$ cat src/rtl/id_hazard_pc_ctrl_pkg.sv
// Shared definitions for the ID-stage hazard / PC control slice:
// opcode constants, PC-source encoding, instruction classes and FSM states.
package id_hazard_pc_ctrl_pkg;

  localparam logic [5:0] OP_SPECIAL = 6'b000000;
  localparam logic [5:0] OP_REGIMM  = 6'b000001;
  localparam logic [5:0] OP_J       = 6'b000010;
  localparam logic [5:0] OP_JAL     = 6'b000011;
  localparam logic [5:0] OP_BEQ     = 6'b000100;
  localparam logic [5:0] OP_BNE     = 6'b000101;
  localparam logic [5:0] OP_BLEZ    = 6'b000110;
  localparam logic [5:0] OP_BGTZ    = 6'b000111;
  localparam logic [5:0] FN_JR      = 6'b001000;

  typedef enum logic [2:0] {
    PCSRC_PC4     = 3'd0,
    PCSRC_SUMIMM  = 3'd1,
    PCSRC_SEIMM26 = 3'd2,
    PCSRC_RREG1   = 3'd3,
    PCSRC_IDPC4   = 3'd4
  } pcsrc_e;

  typedef enum logic [2:0] {
    IC_OTHER = 3'd0,
    IC_BR1   = 3'd1,
    IC_BR2   = 3'd2,
    IC_J     = 3'd3,
    IC_JR    = 3'd4
  } instr_class_e;

  typedef enum logic {
    ST_RUN   = 1'b0,
    ST_STALL = 1'b1
  } state_e;

  function automatic instr_class_e classify(input logic [5:0] op, input logic [5:0] funct);
    instr_class_e c;
    c = IC_OTHER;
    case (op)
      OP_BEQ, OP_BNE:               c = IC_BR2;
      OP_REGIMM, OP_BLEZ, OP_BGTZ:  c = IC_BR1;
      OP_J, OP_JAL:                 c = IC_J;
      OP_SPECIAL:                   if (funct == FN_JR) c = IC_JR;
      default:                      c = IC_OTHER;
    endcase
    return c;
  endfunction

endpackage

$ cat src/rtl/id_hazard_detect.sv
// Combinational decode of the IF/ID instruction and stall-length (0..2)
// computation from the ID/EX and EX/MEM destination registers.
module id_hazard_detect
  import id_hazard_pc_ctrl_pkg::*;
(
  input  logic [31:0]   i_instr,
  input  logic          i_idex_reg_write,
  input  logic          i_idex_mem_read,
  input  logic [4:0]    i_idex_rd,
  input  logic          i_exmem_mem_read,
  input  logic [4:0]    i_exmem_rd,
  output instr_class_e  o_class,
  output logic [1:0]    o_stall_len
);

  logic [4:0]   w_rs;
  logic [4:0]   w_rt;
  logic         w_use_rs;
  logic         w_use_rt;
  logic         w_is_ctrl;
  logic         w_idex_hit;
  logic         w_exmem_hit;
  logic         w_unused_bits;
  instr_class_e w_class;

  assign w_rs          = i_instr[25:21];
  assign w_rt          = i_instr[20:16];
  assign w_unused_bits = ^i_instr[15:6];
  assign w_class       = classify(i_instr[31:26], i_instr[5:0]);

  assign w_use_rs  = (w_class != IC_J);
  assign w_use_rt  = (w_class == IC_BR2) || (w_class == IC_OTHER);
  assign w_is_ctrl = (w_class == IC_BR1) || (w_class == IC_BR2) || (w_class == IC_JR);

  // r0 is hardwired zero, so a producer targeting it never creates a dependency.
  assign w_idex_hit  = (i_idex_rd != 5'd0) &&
                       ((w_use_rs && (w_rs == i_idex_rd)) || (w_use_rt && (w_rt == i_idex_rd)));
  assign w_exmem_hit = (i_exmem_rd != 5'd0) &&
                       ((w_use_rs && (w_rs == i_exmem_rd)) || (w_use_rt && (w_rt == i_exmem_rd)));

  // NOTE: every always_comb output gets a default first so no path can infer a latch.
  always_comb begin
    o_stall_len = 2'd0;
    if (i_idex_mem_read && w_idex_hit)
      o_stall_len = 2'd1;
    if (w_is_ctrl) begin
      if (i_idex_reg_write && !i_idex_mem_read && w_idex_hit)
        o_stall_len = 2'd1;
      if (i_exmem_mem_read && w_exmem_hit)
        o_stall_len = 2'd1;
      // Compare in ID needs the loaded value, which is two cycles away.
      if (i_idex_mem_read && w_idex_hit)
        o_stall_len = 2'd2;
    end
  end

  assign o_class = w_class;

endmodule

$ cat src/rtl/id_hazard_pc_ctrl.sv
// ID-stage control: stall FSM, branch/jump resolution driving the IF-stage
// controls, and saturating mispredict / stall counters.
module id_hazard_pc_ctrl
  import id_hazard_pc_ctrl_pkg::*;
#(
  parameter int CNT_W = 16
) (
  input  logic             Clk,
  input  logic             Reset,
  input  logic [31:0]      IFIDInstr,
  input  logic             IFIDCache,
  input  logic             BranchTaken,
  input  logic             IDEXRegWrite,
  input  logic             IDEXMemRead,
  input  logic [4:0]       IDEXRd,
  input  logic             EXMEMMemRead,
  input  logic [4:0]       EXMEMRd,
  output logic             cPCWrite,
  output logic             cWrite,
  output logic             cFlush,
  output logic [2:0]       cPCSrc,
  output logic             cIDEXBubble,
  output logic [CNT_W-1:0] oMispredict,
  output logic [CNT_W-1:0] oStallCnt
);

  state_e           r_state;
  state_e           w_next_state;
  logic [1:0]       r_cnt;
  logic [1:0]       w_next_cnt;
  logic [CNT_W-1:0] r_mispredict;
  logic [CNT_W-1:0] r_stall_cnt;

  instr_class_e     w_class;
  logic [1:0]       w_stall_len;

  logic             w_pc_write;
  logic             w_write;
  logic             w_flush;
  pcsrc_e           w_pcsrc;
  logic             w_bubble;

  id_hazard_detect u_detect (
    .i_instr          (IFIDInstr),
    .i_idex_reg_write (IDEXRegWrite),
    .i_idex_mem_read  (IDEXMemRead),
    .i_idex_rd        (IDEXRd),
    .i_exmem_mem_read (EXMEMMemRead),
    .i_exmem_rd       (EXMEMRd),
    .o_class          (w_class),
    .o_stall_len      (w_stall_len)
  );

  always_comb begin
    w_next_state = r_state;
    w_next_cnt   = r_cnt;
    w_pc_write   = 1'b0;
    w_write      = 1'b0;
    w_flush      = 1'b0;
    w_pcsrc      = PCSRC_PC4;
    w_bubble     = 1'b1;
    case (r_state)
      ST_RUN: begin
        if (w_stall_len == 2'd2) begin
          // r_cnt = bubbles still owed after this one.
          w_next_state = ST_STALL;
          w_next_cnt   = 2'd1;
        end else if (w_stall_len == 2'd0) begin
          w_pc_write = 1'b1;
          w_write    = 1'b1;
          w_bubble   = 1'b0;
          case (w_class)
            IC_BR1, IC_BR2: begin
              if (BranchTaken && !IFIDCache) begin
                w_pcsrc = PCSRC_SUMIMM;
                w_flush = 1'b1;
              end else if (!BranchTaken && IFIDCache) begin
                w_pcsrc = PCSRC_IDPC4;
                w_flush = 1'b1;
              end
            end
            IC_J: begin
              if (!IFIDCache) begin
                w_pcsrc = PCSRC_SEIMM26;
                w_flush = 1'b1;
              end
            end
            IC_JR: begin
              w_pcsrc = PCSRC_RREG1;
              w_flush = 1'b1;
            end
            default: begin
              // Branch-cache alias on a non-control instr: refetch its fall-through.
              if (IFIDCache) begin
                w_pcsrc = PCSRC_IDPC4;
                w_flush = 1'b1;
              end
            end
          endcase
        end
      end
      ST_STALL: begin
        if (r_cnt <= 2'd1) begin
          w_next_state = ST_RUN;
          w_next_cnt   = 2'd0;
        end else begin
          w_next_cnt = r_cnt - 2'd1;
        end
      end
      default: begin
        w_next_state = ST_RUN;
        w_next_cnt   = 2'd0;
      end
    endcase
  end

  // NOTE: sequential state uses non-blocking assignments so every flop samples pre-edge values.
  always_ff @(posedge Clk or negedge Reset) begin
    if (!Reset) begin
      r_state      <= ST_RUN;
      r_cnt        <= 2'd0;
      r_mispredict <= '0;
      r_stall_cnt  <= '0;
    end else begin
      r_state <= w_next_state;
      r_cnt   <= w_next_cnt;
      if (w_flush && (r_mispredict != {CNT_W{1'b1}}))
        r_mispredict <= r_mispredict + 1'b1;
      if (w_bubble && (r_stall_cnt != {CNT_W{1'b1}}))
        r_stall_cnt <= r_stall_cnt + 1'b1;
    end
  end

  // While reset is held the IF stage is frozen and IF/ID is loaded with a NOP.
  assign cPCWrite    = Reset ? w_pc_write : 1'b0;
  assign cWrite      = Reset ? w_write    : 1'b0;
  assign cFlush      = Reset ? w_flush    : 1'b1;
  assign cPCSrc      = Reset ? w_pcsrc    : PCSRC_PC4;
  assign cIDEXBubble = Reset ? w_bubble   : 1'b1;
  assign oMispredict = r_mispredict;
  assign oStallCnt   = r_stall_cnt;

endmodule
$ cat config.mk
export PLATFORM = sky130hd
export DESIGN_NAME = id_hazard_pc_ctrl
export DESIGN_NICKNAME = d
export VERILOG_FILES = /design/src/rtl/id_hazard_pc_ctrl_pkg.sv /design/src/rtl/id_hazard_detect.sv /design/src/rtl/id_hazard_pc_ctrl.sv
export SDC_FILE = /design/constraint.sdc
export NUM_CORES = 1
export LEC_CHECK = 0
export CORE_MARGIN = 8
export CORE_UTILIZATION = 45
export CTS_CLUSTER_SIZE = 10
export DETAILED_ROUTE_END_ITERATION = 8
export GPL_ROUTABILITY_DRIVEN = 0
export MAX_ROUTING_LAYER = met4
export PLACE_DENSITY = 0.92
export REMOVE_ABC_BUFFERS = 1
export SETUP_SLACK_MARGIN = 0.4
export SLEW_MARGIN = 10
export SYNTH_ARGS = -nofsm -noshare
export SYNTH_HDL_FRONTEND = slang
export SYNTH_HIERARCHICAL = 1
export SYNTH_SLANG_ARGS = --single-unit
$ cat constraint.sdc
create_clock -name Clk -period 8.7 [get_ports Clk]
set_clock_uncertainty 0.15 [all_clocks]
set_input_delay 1.74 -clock Clk [delete_from_list [all_inputs] [get_ports Clk]]
set_output_delay 1.74 -clock Clk [all_outputs]
set_load 0.01 [all_outputs]
---- Word-level counts from Yosys, hierarchy flattened ----
Index checks and enable logic that the tools add are counted.
word-level totals
  flip-flop bits (word level) ............. 35
  input bits .............................. 49
  output and inout port bits .............. 39
  logic and storage cells ................. 100
cells by class
  add/sub/neg operators ................... 3
  magnitude comparators ................... 1
  eq/ne operators ......................... 21
  muxes and demuxes ....................... 39
  bitwise logic cells ..................... 1
  reduce and logical (&&, ||, !) cells .... 31
operator list
  cell                                           count
  adder 16 x 1 -> 16 bit, second input constant  2
  != test 16 bit, second input constant          2
  == test 6 x 3 -> 1 bit, second input constant  4
  two-way mux 3 bit                              8
  two-way mux 1 bit                              21
  == test 5 bit                                  4
  logical AND 1 bit                              14
  == test 6 x 2 -> 1 bit, second input constant  2
  case mux 3 bit (4 select lines)                1
  two-way mux 2 bit                              5
  nonzero test 5 bit                             2
  case mux 3 bit (3 select lines)                1
  == test 3 x 2 -> 1 bit, second input constant  2
  == test 6 x 1 -> 1 bit, second input constant  1
  == test 6 x 4 -> 1 bit, second input constant  1
  zero test 6 bit                                1
  OR reduction 2 bit                             3
  logical OR 1 bit                               5
  case mux 2 bit (2 select lines)                1
  == test 3 x 1 -> 1 bit, second input constant  1
  == test 3 bit, second input constant           1
  zero test 1 bit                                3
  zero test 3 bit                                1
  != test 3 x 2 -> 1 bit, second input constant  1
  9 further kinds                                9

---- Logic depth before layout (Yosys ltp) ----
Gate-level depths: netlist of run 1.
  depth after elaboration ................. 19
  depth in mapped cells ................... 11
  gate-level depth less buffers ........... 11

---- Modules after synthesis ----
Netlist of run 1, hierarchy kept.
modules (own cells, without submodules)
  module             instances  cells an instance  area an instance (um^2)  seq. area each (um^2)
  id_hazard_pc_ctrl  1          178                1813.0                   875.8
  id_hazard_detect   1          61                 422.9                    0.0

---- Worst setup path after synthesis of run 1 ----
OpenSTA, ideal clock, no wires.
  kind .................................... input-to-output
  from .................................... in IFIDInstr[1]
  to ...................................... out cFlush
  arrival time ............................ 3.821 ns
  required time ........................... 6.810 ns
  path slack .............................. 2.989 ns
  stages .................................. 9
  path buffers ............................ 2
  cells stage by stage .................... nor4_1 nand2_1 nor4b_1 buf_6 and4bb_1 a2111oi_1 a21o_1 buf_4 nand2_1
between the ends
  cells in the longest elaborated chain, start to end .. 19
  elaborated cells between the ends (all ways) .. 36
  classes of those cells .................. 7 x eq/ne; 12 x mux; 17 x reduce/logical
ends and longest elaborated chain
  item                                                       RTL line                                                                 RTL
  from (decl)                                                id_hazard_pc_ctrl.sv:10                                                  input logic [31:0] IFIDInstr,
  == test 6 x 4 -> 1 bit *                                   id_hazard_pc_ctrl_pkg.sv:43                                              OP_SPECIAL: if (funct == FN_JR) c = IC_JR;
  two-way mux 3 bit *                                        id_hazard_pc_ctrl_pkg.sv:43
  case mux 3 bit (4 select lines) *                          id_hazard_pc_ctrl_pkg.sv:39                                              case (op)
  via w_class[2]                                             id_hazard_pc_ctrl.sv:34                                                  instr_class_e w_class;
  == test 3 x 2 -> 1 bit or zero test 3 bit (tied branches)  id_hazard_detect.sv:32, id_hazard_detect.sv:33, id_hazard_pc_ctrl.sv:72
  logical OR 1 bit                                           id_hazard_detect.sv:32                                                   assign w_use_rt = (w_class == IC_BR2) || (w_class == IC_OTHER);
  logical AND 1 bit                                          id_hazard_detect.sv:37                                                   ((w_use_rs && (w_rs == i_idex_rd)) || (w_use_rt && (w_rt == i_idex_rd)));
  logical OR 1 bit                                           id_hazard_detect.sv:37
  [4 not listed]                                             -
  two-way mux 1 bit                                          id_hazard_detect.sv:49                                                   if (i_exmem_mem_read && w_exmem_hit)
  two-way mux 2 bit                                          id_hazard_detect.sv:52                                                   if (i_idex_mem_read && w_idex_hit)
  two-way mux 2 bit                                          id_hazard_detect.sv:46                                                   if (w_is_ctrl) begin
  zero test 2 bit                                            id_hazard_pc_ctrl.sv:68                                                  end else if (w_stall_len == 2'd0) begin
  two-way mux 1 bit                                          id_hazard_pc_ctrl.sv:68
  two-way mux 1 bit *                                        id_hazard_pc_ctrl.sv:64                                                  if (w_stall_len == 2'd2) begin
  two-way mux 1 bit *                                        id_hazard_pc_ctrl.sv:62                                                  case (r_state)
  two-way mux 1 bit *                                        id_hazard_pc_ctrl.sv:137                                                 assign cFlush = Reset ? w_flush : 1'b1;
  to (decl)                                                  id_hazard_pc_ctrl.sv:20                                                  output logic cFlush,
Mark *: on every way through the listed nets, which the timed path passes. The rest lies on a longest branch.

---- Final worst setup path of run 1 ----
  from .................................... in IDEXRd[1]
  to ...................................... out cFlush
between the ends
  cells in the longest elaborated chain, start to end .. 15
  elaborated cells between the ends (all ways) .. 20
  classes of those cells .................. 3 x eq/ne; 9 x mux; 8 x reduce/logical
ends and longest elaborated chain
  item                 RTL line                                        RTL
  from (decl)          id_hazard_pc_ctrl.sv:15                         input logic [4:0] IDEXRd,
  == test 5 bit        id_hazard_detect.sv:37
  logical AND 1 bit    id_hazard_detect.sv:37
  logical OR 1 bit     id_hazard_detect.sv:37
  logical AND 1 bit *  id_hazard_detect.sv:36                          assign w_idex_hit = (i_idex_rd != 5'd0) &&
  logical AND 1 bit    id_hazard_detect.sv:44, id_hazard_detect.sv:52
  two-way mux 1 bit    id_hazard_detect.sv:44                          if (i_idex_mem_read && w_idex_hit)
  two-way mux 1 bit    id_hazard_detect.sv:47                          if (i_idex_reg_write && !i_idex_mem_read && w_idex_hit)
  two-way mux 1 bit    id_hazard_detect.sv:49
  two-way mux 2 bit    id_hazard_detect.sv:52
  two-way mux 2 bit *  id_hazard_detect.sv:46
  via w_stall_len[0]   id_hazard_pc_ctrl.sv:35                         logic [1:0] w_stall_len;
  zero test 2 bit      id_hazard_pc_ctrl.sv:68
  two-way mux 1 bit    id_hazard_pc_ctrl.sv:68
  two-way mux 1 bit *  id_hazard_pc_ctrl.sv:64
  two-way mux 1 bit *  id_hazard_pc_ctrl.sv:62
  two-way mux 1 bit *  id_hazard_pc_ctrl.sv:137
Marked as above.

==> impl_metrics.json, run 1 <==
{
  "grt-ovfl-total": 0,
  "worst-slew-pin-transition_ns": 0.744,
  "synth_top_cell_area_share_pct": 39.2,
  "io_buffers": 77,
  "ant_nets": 0,
  "timing_worst_setup_path_type": "in2out",
  "ios": 88,
  "die_h_um": 86.5,
  "setup_viol": 0,
  "internal-power_w": 0.000379,
  "fmax_ghz": 0.145,
  "syn_area_mm2": 0.00224,
  "cts_sinks": 35,
  "coreArea_mm2": 0.00475,
  "cts_resized": 0,
  "busiest_layer": "met2",
  "sw_frac_of_total_pct": 31.7,
  "cts_hold_repair.buffers": 0,
  "p_clk_share_pct": 22.8,
  "multi_input_area_mm2": 0.00130,
  "insertion_delay_ns": 0.29,
  "synth_area_leader_cell": "dfrtp_1",
  "totalWireLength_mm": 5.82,
  "nFillCells": 393,
  "hold_end": "oMispredict[6]",
  "path_max_fanout": 17,
  "yosysSeqAreaShare_pct": 39.2,
  "drc": 0,
  "crit_required_ns": 6.81,
  "synth_area_per_cell_um2": 9.36,
  "finalCritPeriodShare_pct": 79.3,
  "ff_latch_area_um2": 876,
  "synth_cell_type_count": 41,
  "crit_chain": "clkdlybuf4s50_1 > or4_1 > nor2_1 > or4_1 > o22ai_2 > or4b_1 > o211ai_2 > or3_1 > a21o_1 > nand2_1 > clkdlybuf4s50_1",
  "p_per_area_mw_per_mm2": 175,
  "drv_cap": 0,
  "area_growth_pct": 42.3,
  "h-tree-depth": 2,
  "drive_above_1_share_pct": 6.50,
  "cts_setup_buffers": 0,
  "diodes": 0,
  "reg2reg_slack_ns": 6.39,
  "seqPwrFrac_pct": 42.7,
  "ys_warn_count": 6,
  "drv_slew": 0,
  "synth_async_sr_flop_share_pct": 100,
  "slew-limit-headroom_pct": 50.4,
  "gr-usage-all-layers_pct": 15.8,
  "clock-root-buffer": "clkbuf_8",
  "grt_antenna_before_repair": 0,
  "num_rows": 25,
  "via_count": 2074,
  "grt_max_degree": 38,
  "synth_edf_count": 0,
  "initial_utilization_pct": 47.0,
  "drt_iter0_drc": 116,
  "grt_util_met1_pct": 18.3,
  "hp-class": "reg2reg",
  "grt_pass1_vias": 2048,
  "r2r_end": "oMispredict[14]",
  "gr-usage-met3_pct": 4.35,
  "cp_slowest_stage_delay_ns": 0.54,
  "fin_crit_ns": 6.90,
  "yosysMostFrequentCell": "dfrtp_1",
  "r2r-start": "r_state",
  "status": "finished, final reports clean",
  "crit_slowest_cell": "or4_1",
  "p_leak_nw": 1.26,
  "end_kind": "primary output",
  "drtPass1Iterations": 4,
  "ir_worst_vdd_v": 0.000167,
  "crit_path_start_kind": "input port",
  "finalHoldViolCount": 0,
  "finalPower_w": 0.000556,
  "ys_ff_latch": 35,
  "rsz0062_at_grt": "no",
  "worstRegToRegCells": 4,
  "synthTopCellsByArea": "dfrtp_1 39%, xor2_1 9.8%, xnor2_1 9.4%, nand2_1 4.4%, nand3_1 3.1%",
  "grt_pass1_wl_mm": 9.33,
  "cts_tree": "built",
  "hpwl_mm": 4.62,
  "worstHoldStart": "oMispredict[6]",
  "gr-usage-met2_pct": 26.4,
  "viasPerCell": 5.32,
  "synth_ff_type": "dfrtp_1",
  "numCtsBuffers": 5,
  "pwr-share-comb_pct": 34.5,
  "dieArea_mm2": 0.00748,
  "netSwitchingPower_w": 0.000176,
  "synthTopCellsByCount": "35 x dfrtp_1, 26 x nand2_1, 25 x xor2_1",
  "final_nets": 375,
  "fp.dieW_um": 86.5,
  "critPathArrivalTime_ns": 5.01,
  "tns_ns": 0,
  "hold_path_depth": 1,
  "wl_per_cell_um": 14.9,
  "cts.clk_slew.worst_paths_ns": 0.07,
  "cts_buffer_depth": 2,
  "netlist_instances": 239
}
worst max-delay path by stage:
stage          cells past startpoint     end  slack, ns          from
2_1_floorplan                      7  cFlush       2.48  IFIDInstr[1]
3_3_place_gp                      11  cFlush       1.86     IDEXRd[1]
3_5_place_dp                      11  cFlush       1.79     IDEXRd[1]
4_1_cts                           11  cFlush       1.79     IDEXRd[1]
5_1_grt                           10  cFlush       1.57  IFIDInstr[1]
6_report                          11  cFlush       1.80     IDEXRd[1]
per-stage QoR:
stage	setup slack, ns	instances	area, µm²	util (%)	hold WS, ns
floorplan	2.48	235	2200	-	0.310
detailed placement	1.79	382	3080	64.8	0.329
CTS	1.79	390	3180	66.9	0.341
global placement	1.86	382	3080	64.8	0.322
global route	1.57	390	3180	66.9	0.370
finish	1.80	390	3180	66.9	0.340
flip-flops by register name (all words and copies together) (netlist names):
signal       flops
oMispredict     16
oStallCnt       16
r_cnt            2
r_state          1
logic make-up after synthesis:
| logic type | share of synthesized area, % |
|---|---|
| AND/OR/NAND/NOR | 26.7 |
| adder cells (fa/ha/maj) | 2.24 |
| multiplexers | 2.52 |
| buffers and inverters | 2.74 |
| flip-flops | 39.2 |
| XOR/XNOR | 19.2 |
| AO/OA/AOI/OAI | 7.39 |
layout by cell type, fill, tap and decap left out, drive strengths merged, types with 2 or more instances in the layout:
cell type / n
nand3: 14
dfrtp: 35
inv: 8
nor4: 6
nand2: 26
o21ai: 4
or4: 5
nand2b: 2
nor4b: 5
clkbuf: 8
mux2: 5
nor2: 18
xor2: 25
nor3: 13
a22oi: 3
or3: 3
o22ai: 3
buf: 3
a21oi: 7
ha: 4
xnor2: 24
nand4: 9
o211ai: 2
clkdlybuf4s50: 77
and3: 2
and4: 2
critical path: cells and delay by family:
| family | cells | cell delay [ns] |
|---|---|---|
| simple gates | 6 | 1.65 |
| compound gates | 3 | 0.64 |
| buf+inv | 2 | 1.00 |
power groups by stage:
stage,registers [W],clock network (W),logic [W]
after global routing,0.000242,0.000138,0.000208
after detailed placement,0.000239,0,0.000194
after floorplan,0.000248,0,0.0000688
final,0.000237,0.000127,0.000192
after CTS,0.000237,0.000129,0.000195
after global placement,0.000238,0,0.000188
final cells by class:
class | instances | area share (%)
repair buffers | 80 | 24.9
well taps | 67 | 2.63
inverters | 8 | 0.944
clock buffers | 8 | 3.15
flip-flops and latches | 35 | 27.5
multi-input cells | 192 | 40.8
routing by layer:
| layer | wire (µm) | vias to the layer above | part of all wire (%) |
|---|---|---|---|
| met4 | 44 | 0 | 0.76 |
| li1 | - | 1023 | - |
| met3 | 372 | 5 | 6.4 |
| met2 | 2820 | 74 | 49 |
| met1 | 2580 | 972 | 44 |
| met5 | 0 | - | 0 |
No activity file was read; power rests on OpenSTA's default activity.
==> inputs of run 2 (changes only) <==
--- a/config.mk
+++ b/config.mk
@@ -6,12 +6,12 @@
 export NUM_CORES = 1
 export LEC_CHECK = 0
 export CORE_MARGIN = 8
-export CORE_UTILIZATION = 45
+export CORE_UTILIZATION = 40
 export CTS_CLUSTER_SIZE = 10
 export DETAILED_ROUTE_END_ITERATION = 8
 export GPL_ROUTABILITY_DRIVEN = 0
 export MAX_ROUTING_LAYER = met4
-export PLACE_DENSITY = 0.92
+export PLACE_DENSITY = 0.87
 export REMOVE_ABC_BUFFERS = 1
 export SETUP_SLACK_MARGIN = 0.4
 export SLEW_MARGIN = 10
==> constraint.sdc (replaced) <==
create_clock -name Clk -period 6.32 [get_ports Clk]
set_clock_uncertainty 0.15 [all_clocks]
set_input_delay 1.264 -clock Clk [delete_from_list [all_inputs] [get_ports Clk]]
set_output_delay 1.264 -clock Clk [all_outputs]
set_load 0.01 [all_outputs]
==> run 2 against run 1 <==
First-iteration DRC count fell by 42%. Global-route usage fell by 1.3 points. Setup slack got worse by 1.1 ns. Register-to-register slack got worse by 2.4 ns. Hold slack improved by 0.0026 ns. Sequential share of layout area fell by 0.27 points. Total power rose by 42%. Critical path depth did not move. Wire length fell by 1.6%. Clock power rose by 57%. Cell count rose by 1.5%. Final area rose by 0.98%.
==> impl_metrics.json, run 2 (same netlist as run 1, synthesis figures left out) <==
{
  "hold-worst-slack_ns": 0.343,
  "hold_path_depth": 1,
  "drc": 0,
  "critPathArrivalTime_ns": 4.23,
  "worstHoldStart": "oMispredict[6]",
  "drtPass1Iterations": 4,
  "dieArea_mm2": 0.00824,
  "cts.clk_slew.worst_paths_ns": 0.07,
  "tns_ns": 0,
  "fmax_ghz": 0.177,
  "layout_common_cells": "77 x clkdlybuf4s50_1, 35 x dfrtp_1, 26 x nand2_1",
  "hpwl_mm": 4.56,
  "setup_viol": 0,
  "cts_tree": "built",
  "drv_slew": 0,
  "finalPower_w": 0.000787,
  "worstRegToRegCells": 5,
  "sw_frac_of_total_pct": 31.3,
  "r2r_end": "oMispredict[14]",
  "io_buffers": 77,
  "finalCritPeriodShare_pct": 89.3,
  "ios": 88,
  "slew-limit-headroom_pct": 52.7,
  "grt_pass1_vias": 2103,
  "cts_hold_repair.buffers": 0,
  "fin_cells": 396,
  "wl_per_cell_um": 14.5,
  "crit_path_start_kind": "input port",
  "cts_buffer_depth": 2,
  "path_max_fanout": 4,
  "totalWireLength_mm": 5.72,
  "end_kind": "primary output",
  "hp-class": "reg2reg",
  "die_h_um": 90.8,
  "p_leak_nw": 1.27,
  "dp.cells": 388,
  "ir_worst_vdd_v": 0.000225,
  "cts_resized": 0,
  "num_rows": 27,
  "worst-slew-pin-transition_ns": 0.709,
  "viasPerCell": 5.23,
  "internal-power_w": 0.000541,
  "hold_end": "oMispredict[6]",
  "grt-ovfl-total": 0,
  "r2r-start": "r_state",
  "rsz0062_at_grt": "no",
  "clock-root-buffer": "clkbuf_8",
  "cts_sinks": 35,
  "diodes": 0,
  "initial_utilization_pct": 41.1,
  "drv_cap": 0,
  "h-tree-depth": 2,
  "cts_setup_buffers": 0,
  "area_growth_pct": 43.7,
  "drive_above_1_share_pct": 7.41,
  "grt_max_degree": 38,
  "coreArea_mm2": 0.00544,
  "finalHoldViolCount": 0,
  "nFillCells": 475,
  "grt_pass1_wl_mm": 9.81,
  "gr-usage-all-layers_pct": 14.5,
  "ant_nets": 0,
  "final_util_pct": 59.1,
  "p_clk_share_pct": 25.3,
  "insertion_delay_ns": 0.29,
  "pwr-share-comb_pct": 33.2,
  "seqPwrFrac_pct": 41.4,
  "crit_required_ns": 4.91,
  "status": "finished, final reports clean",
  "drt_iter0_drc": 67,
  "timing_worst_setup_path_type": "in2out",
  "netSwitchingPower_w": 0.000247,
  "fin_crit_ns": 5.64,
  "fp.dieW_um": 90.8,
  "p_per_area_mw_per_mm2": 245,
  "final_common_cell": "clkdlybuf4s50_1",
  "reg2reg_slack_ns": 3.99,
  "final_nets": 376,
  "via_count": 2072,
  "grt_antenna_before_repair": 0,
  "numCtsBuffers": 5
}
-- run 2: layer usage --
metal / up-vias / global-route usage, % / part of all wire (%)
met4: 0 / 5.55 / 1.5
met1: 983 / 16.9 / 44
met5: - / - / 0
li1: 1019 / - / -
met3: 6 / 3.08 / 5.4
met2: 64 / 24.0 / 49
-- run 2: power groups by stage --
stage                     Clock (W)  Sequential [W]  Combinational, W
final                      0.000200        0.000326          0.000262
after global routing       0.000215        0.000336          0.000284
after CTS                  0.000207        0.000326          0.000266
after detailed placement          0        0.000328          0.000265
after global placement            0        0.000327          0.000260
after floorplan                   0        0.000341         0.0000946
-- run 2: worst max path at each step --
stage	slack (ns)	from	cells past startpoint	endpoint
final	0.68	IDEXRd[2]	11	cFlush
after global routing	0.52	IDEXRd[4]	11	cPCSrc[2]
after CTS	0.59	IDEXRd[2]	11	cPCSrc[2]
after detailed placement	0.60	IDEXRd[2]	11	cPCSrc[2]
after global placement	0.67	IDEXRd[2]	11	cPCSrc[2]
after floorplan	1.05	IFIDInstr[1]	7	cFlush
-- run 2: metrics by stage --
| stage | area, µm² | worst slack [ns] |
|---|---|---|
| after floorplan | 2200 | 1.05 |
| after global placement | 3100 | 0.669 |
| after detailed placement | 3100 | 0.599 |
| after CTS | 3210 | 0.585 |
| after global routing | 3210 | 0.525 |
| final | 3210 | 0.677 |
-- run 2: worst max-delay path, stage by stage --
cell and delay (ns):
clkdlybuf4s50_1 0.54, or4_1 0.13, nor2_1 0.04, or4_1 0.56, o22ai_2 0.22, or4b_1 0.17
o211ai_2 0.10, or3_1 0.38, a21o_1 0.20, nand2_1 0.07, clkdlybuf4s50_1 0.55
-- run 2: layout make-up --
type / count / area, µm² / area share [%]
well taps: 72 / 90.1 / 2.80
inverters: 8 / 30.0 / 0.935
repair buffers: 81 / 801 / 24.9
clock buffers: 5 / 68.8 / 2.14
multi-input cells: 192 / 1300 / 40.6
flip-flops and latches: 35 / 876 / 27.3
clock inverters: 3 / 43.8 / 1.36
==> inputs of run 3 (changes only) <==
--- a/config.mk
+++ b/config.mk
@@ -7,9 +7,9 @@
 export LEC_CHECK = 0
 export CORE_MARGIN = 8
 export CORE_UTILIZATION = 40
+export CTS_CLUSTER_DIAMETER = 60
 export CTS_CLUSTER_SIZE = 10
 export DETAILED_ROUTE_END_ITERATION = 8
-export GPL_ROUTABILITY_DRIVEN = 0
 export MAX_ROUTING_LAYER = met4
 export PLACE_DENSITY = 0.87
 export REMOVE_ABC_BUFFERS = 1
==> results of run 3 <==
No change in the layout: final DEF, timing and power equal those of run 2.
